[config.mk]
export PLATFORM = sky130hd
export DESIGN_NAME = icache_l1
export DESIGN_NICKNAME = d
export VERILOG_FILES = /design/src/rtl/icache_l1_pkg.sv /design/src/rtl/icache_l1_perf.sv /design/src/rtl/icache_l1.sv
export SDC_FILE = /design/constraint.sdc
export NUM_CORES = 2
export LEC_CHECK = 0
export ABC_CLOCK_PERIOD_IN_PS = 43700
export CAP_MARGIN = 20
export CORE_UTILIZATION = 58
export DETAILED_ROUTE_END_ITERATION = 8
export DONT_BUFFER_PORTS = 1
export PLACE_DENSITY = 0.76
export REMOVE_ABC_BUFFERS = 1
export SYNTH_ARGS = -nofsm -noshare
export SYNTH_HDL_FRONTEND = slang
export SYNTH_HIERARCHICAL = 1
export SYNTH_SLANG_ARGS = --single-unit
[constraint.sdc]
create_clock -name clk -period 43.7 [get_ports clk]
set_input_delay 6.555 -clock clk [delete_from_list [all_inputs] [get_ports clk]]
set_output_delay 6.555 -clock clk [all_outputs]
set_load 0.05 [all_outputs]
[src/rtl/icache_l1_pkg.sv]
// Shared definitions for the L1 instruction cache, the L2 instruction cache
// and the fetch stage: geometry, derived tag width, controller state encoding
// and a helper that picks one instruction word out of a 128-bit line.
package icache_l1_pkg;

  localparam int NUM_OF_LINE = 8;
  localparam int LINE_OFFSET = 3;
  localparam int TAG_W       = 28 - LINE_OFFSET;
  localparam int LINE_W      = 128;
  localparam int WORD_W      = 32;

  typedef enum logic {
    IDLE = 1'b0,
    REQ  = 1'b1
  } state_t;

  // Word w of a line occupies bits [32w+31:32w].
  function automatic logic [WORD_W-1:0] line_word(input logic [LINE_W-1:0] line,
                                                  input logic [1:0]        w);
    return line[{w, 5'b00000} +: WORD_W];
  endfunction

endpackage

[src/rtl/icache_l1_perf.sv]
// Hit / miss performance counters for the L1 instruction cache.
// Both counters stop at 16'hFFFF instead of wrapping.
// Ports:
//   clk, rst            clock, asynchronous active-high reset
//   hit_inc, miss_inc   one-cycle increment enables
//   hit_cnt, miss_cnt   saturating counts
module icache_l1_perf
  import icache_l1_pkg::*;
(
  input  logic        clk,
  input  logic        rst,
  input  logic        hit_inc,
  input  logic        miss_inc,
  output logic [15:0] hit_cnt,
  output logic [15:0] miss_cnt
);

  always_ff @(posedge clk or posedge rst) begin
    if (rst) begin
      hit_cnt  <= '0;
      miss_cnt <= '0;
    end else begin
      if (hit_inc && (hit_cnt != 16'hFFFF))
        hit_cnt <= hit_cnt + 16'd1;
      if (miss_inc && (miss_cnt != 16'hFFFF))
        miss_cnt <= miss_cnt + 16'd1;
    end
  end

endmodule

[src/rtl/icache_l1.sv]
// Direct-mapped, read-only L1 instruction cache.
// Hits complete combinationally in IDLE; a miss latches {tag,index}, then
// requests the whole 128-bit line from L2 and refills it.
//
// state | meaning
// ------+---------------------------------------------------------------
// IDLE  | serving fetches; hit returns a word the same cycle, miss -> REQ
// REQ   | mem_read held with latched line address until mem_ready
//
// Ports:
//   clk, proc_reset              clock, asynchronous active-high reset
//   proc_read, proc_addr         fetch request and 30-bit word address
//   proc_rdata, proc_stall       fetched word, fetch-not-complete flag
//   mem_read, mem_addr           line request to L2 (mem_addr[1:0] = 0)
//   mem_rdata, mem_ready         line data and valid strobe from L2
//   hit_cnt, miss_cnt            saturating performance counters
module icache_l1
  import icache_l1_pkg::*;
#(
  parameter int NUM_OF_LINE = icache_l1_pkg::NUM_OF_LINE,
  parameter int LINE_OFFSET = icache_l1_pkg::LINE_OFFSET
) (
  input  logic         clk,
  input  logic         proc_reset,
  input  logic         proc_read,
  input  logic [29:0]  proc_addr,
  output logic [31:0]  proc_rdata,
  output logic         proc_stall,
  output logic         mem_read,
  output logic [29:0]  mem_addr,
  input  logic [127:0] mem_rdata,
  input  logic         mem_ready,
  output logic [15:0]  hit_cnt,
  output logic [15:0]  miss_cnt
);

  localparam int TW = 28 - LINE_OFFSET;

  state_t                 state_q, state_d;
  logic [127:0]           data_q [NUM_OF_LINE];
  logic [TW-1:0]          tag_q  [NUM_OF_LINE];
  logic [NUM_OF_LINE-1:0] valid_q;
  logic [27:0]            miss_addr_q;   // {tag, index} of the outstanding miss

  logic [TW-1:0]          req_tag;
  logic [LINE_OFFSET-1:0] req_idx;
  logic [TW-1:0]          fill_tag;
  logic [LINE_OFFSET-1:0] fill_idx;
  logic                   hit;
  logic                   hit_inc, miss_inc, miss_load, fill;

  assign req_tag  = proc_addr[29:2+LINE_OFFSET];
  assign req_idx  = proc_addr[1+LINE_OFFSET:2];
  assign fill_tag = miss_addr_q[27:LINE_OFFSET];
  assign fill_idx = miss_addr_q[LINE_OFFSET-1:0];
  assign hit      = valid_q[req_idx] && (tag_q[req_idx] == req_tag);

  always_comb begin
    state_d    = state_q;
    proc_stall = 1'b0;
    proc_rdata = '0;
    mem_read   = 1'b0;
    mem_addr   = '0;
    hit_inc    = 1'b0;
    miss_inc   = 1'b0;
    miss_load  = 1'b0;
    fill       = 1'b0;
    case (state_q)
      IDLE: begin
        if (proc_read) begin
          if (hit) begin
            proc_rdata = line_word(data_q[req_idx], proc_addr[1:0]);
            hit_inc    = 1'b1;
          end else begin
            // Request goes out from REQ next cycle so mem_addr comes from a register.
            proc_stall = 1'b1;
            miss_inc   = 1'b1;
            miss_load  = 1'b1;
            state_d    = REQ;
          end
        end
      end
      REQ: begin
        // Processor inputs are ignored here: the fill always completes for
        // the latched address, and the refetch in IDLE decides what happens next.
        mem_read   = 1'b1;
        mem_addr   = {miss_addr_q, 2'b00};
        proc_stall = 1'b1;
        if (mem_ready) begin
          fill    = 1'b1;
          state_d = IDLE;
        end
      end
      default: state_d = IDLE;
    endcase
  end

  always_ff @(posedge clk or posedge proc_reset) begin
    if (proc_reset) begin
      state_q     <= IDLE;
      valid_q     <= '0;
      miss_addr_q <= '0;
      for (int i = 0; i < NUM_OF_LINE; i++) begin
        data_q[i] <= '0;
        tag_q[i]  <= '0;
      end
    end else begin
      state_q <= state_d;
      if (miss_load)
        miss_addr_q <= proc_addr[29:2];
      if (fill) begin
        data_q[fill_idx]  <= mem_rdata;
        tag_q[fill_idx]   <= fill_tag;
        valid_q[fill_idx] <= 1'b1;
      end
    end
  end

  icache_l1_perf u_perf (
    .clk      (clk),
    .rst      (proc_reset),
    .hit_inc  (hit_inc),
    .miss_inc (miss_inc),
    .hit_cnt  (hit_cnt),
    .miss_cnt (miss_cnt)
  );

endmodule

==> run metrics <==
status completed; Hold Path Stages 1; Root Driver clkbuf_16; Max Clock Skew approximately 0.026 ns; Mapped Avg Cell Area around 17 µm²; Peak Freq between 0.05 and 0.06 GHz; CORE AREA around 100000 µm²; Die Span Y around 320 µm; die area between 100000 and 150000 µm²; slowest CP cell nor2_1; CTS max path bufs 3; CP Cell Sequence nor2b_1 > a22o_1 > a221oi_1 > xnor2_1 > nand4_1 > nor4_1 > nand4_1 > buf_4 > nor2_1; via/cell ratio approximately 6.4; Hold WS ~0.47 ns; R2R depth 12; vias in the first global route 35.19k; Worst-Margin Slew around 1.2 ns; worst reg2reg setup slack just under 40 ns; post-synth top area share between 50% and 60%; gpl congestion 0.8684; H-tree Lvls 4; CTS tree done; initial antenna violation count 2; dpl ws 26.71 ns; cts bufs inserted approximately 140; clock sink total between 1k and 1.5k; clock slew at reported path FFs roughly 0.060 ns; largest stage delay on the critical path ~0.82 ns; Post-CTS Hold Buffers 0; Routed WL per cell ~27 µm; RR Endpoint u_perf/hit_cnt[14]$_DFFE_PP0P_; Max rail drop VDD 0.04208 mV; area grow syn2layout 9.314%; gr ovfl total 0; Top cell by count, worst path nand4_1; drt first-iter violations 1806; Tot Pwr between 4 and 5 mW; Routed Antenna Nets 0; Mapped Cells 3535; P_leak roughly 27 nW; ranking of synthesized cells by area dfrtp_1, mux2_2, mux4_2, mux2i_1, clkbuf_1; Worst setup EP type output pin; Max Cap Viol 0; Ports between 200 and 300; Period minus WS final 17.38 ns; final net count between 3k and 4k; share of cells above drive strength 1 a little over half; final WL about 130000 µm; Starting Density approximately 58%; Netlist Area Pre-Place roughly 60000 µm²; worst hold path type reg2reg; Residual DRC 0; Final Hold Fails 0; Synth area leader dfrtp_1; Setup TNS Final 0 ns; Final Max Slew Viols 0; post_cts resized 0; Chip Width about 320 µm; Final Cycle Share between 30% and 40%; worst flop-to-flop path startpoint tag_q[20]$_DFFE_PP0P_; postcts setup bufs 0; Seq/Total Area, Yosys 55.39%; CP startpoint kind input port; Final WS setup 26.32 ns; total number of vias approximately 31k; Cell Pwr Density approximately 67 nW/µm²; CP Class in2out; Worst-Skew Late Latency between 0.7 and 0.8 ns; DRT Pass-1 Iters 5; #FFs+latches synth between 1k and 1.5k; Arr. time, crit path ~11 ns; largest net degree at the start of global routing approximately 320; slew margin rel. between 20% and 30%; final setup vio count 0; EDFF count, synth 0; hold endpoint valid_q[0]$_DFFE_PP0P_; Worst EP required around 37 ns; Synth async-reset ratio 100.0%; # port buffers 0; post-synthesis cell type count 59; GRT Util Overall between 20% and 30%; dpl hpwl 75480 µm; hold wc startpoint valid_q[0]$_DFFE_PP0P_; RSZ-0062 raised after global routing false; Rows roughly 120; first-pass GRT wire length 210500 µm; worst-path maximum fanout approximately 300; yosys warns 6; top_reg_cell synth dfrtp_1
Yosys cell counts (13+ instances only):
cell,n
buf_2,49
xnor2_1,16
nand4_1,13
nand2_1,21
nor2_1,46
dfrtp_1,1293
xor2_1,21
and2_1,32
mux2i_1,100
clkbuf_1,155
nand3_1,16
mux4_2,342
buf_1,16
mux2_2,1229
mux2_4,28
routing by layer:
layer,up-vias,global-route usage (%),part of all wire [%]
met4,0,8.686,2.8
met5,-,0,0
met2,749,44.41,50
met3,219,6.071,5.7
li1,13190,-,-
met1,17150,35.64,42
how the worst max path moves through the flow:
stage,startpoint,end,slack [ns],cells after the start
global route,proc_addr[3],proc_rdata[8],26.45,9
finish,proc_addr[3],proc_rdata[8],26.32,9
CTS,proc_addr[2],proc_rdata[8],26.68,8
global placement,proc_addr[3],proc_rdata[29],26.75,9
floorplan,proc_reset,data_q[0]$_DFFE_PP0P_,1.61,1
detailed placement,proc_addr[2],proc_rdata[8],26.71,8
stage by stage:
stage	cell area (µm²)	instances	util [%]
finish	63850	4874	63.85
global route	63850	4873	63.85
CTS	63790	4871	63.79
detailed placement	59370	4633	59.37
global placement	59320	4631	59.32
floorplan	57320	3298	-
state kept, by name (all words and copies together), names as in the netlist:
signal,count
u_perf/miss_cnt,16
miss_addr_q,28
u_perf/hit_cnt,16
valid_q,8
tag_q,200
data_q,1024
state_q,1
critical path: cells and delay by family:
kind	cells	cell delay [ns]
XOR/XNOR	1	0.23
AO/OA/AOI/OAI	2	0.32
buffers and inverters	1	0.64
AND/OR/NAND/NOR	5	2.70
cells in the final DEF (no fill, tap or decap), drive strengths merged, types with 12 or more instances in the layout:
cell,n
mux4,342
xnor2,16
buf,39
a22o,12
and2,33
clkbuf,204
xor2,21
mux2i,100
clkinv,20
nand4,15
dfrtp,1293
mux2,1259
inv,13
nand2,24
nand3,16
nor2,46
kinds of logic (layout without fill, tap and decap cells):
| logic type | Yosys count | in the layout | synth area share [%] |
|---|---|---|---|
| adder cells (fa/ha/maj) | 2 | 2 | 0.04284 |
| flip-flops | 1293 | 1293 | 55.39 |
| AO/OA/AOI/OAI | 59 | 59 | 0.7283 |
| other | 1 | 3 | 0.006420 |
| AND/OR/NAND/NOR | 198 | 198 | 2.014 |
| multiplexers | 1701 | 1701 | 39.35 |
| XOR/XNOR | 37 | 37 | 0.5548 |
| buffers and inverters | 244 | 283 | 1.906 |
area by class of cell:
class / count / area (µm²)
Tap cell: 1298 / 1624
Sequential cell: 1293 / 32360
Clock inverter: 34 / 427.9
Fill cell: 6910 / 36150
Clock buffer: 204 / 3995
Antenna cell: 1 / 2.502
Timing Repair Buffer: 39 / 415.4
Multi-Input combinational cell: 1999 / 25000
Inverter: 6 / 30.03
power by group:
group	total [mW]	internal (mW)	switching, mW
clock	1.14	0.665	0.472
combinational	1.05	0.718	0.337
sequential	2.08	1.77	0.318
total	4.28	3.15	1.13
Note: power is estimated with default switching activity, not from simulation.
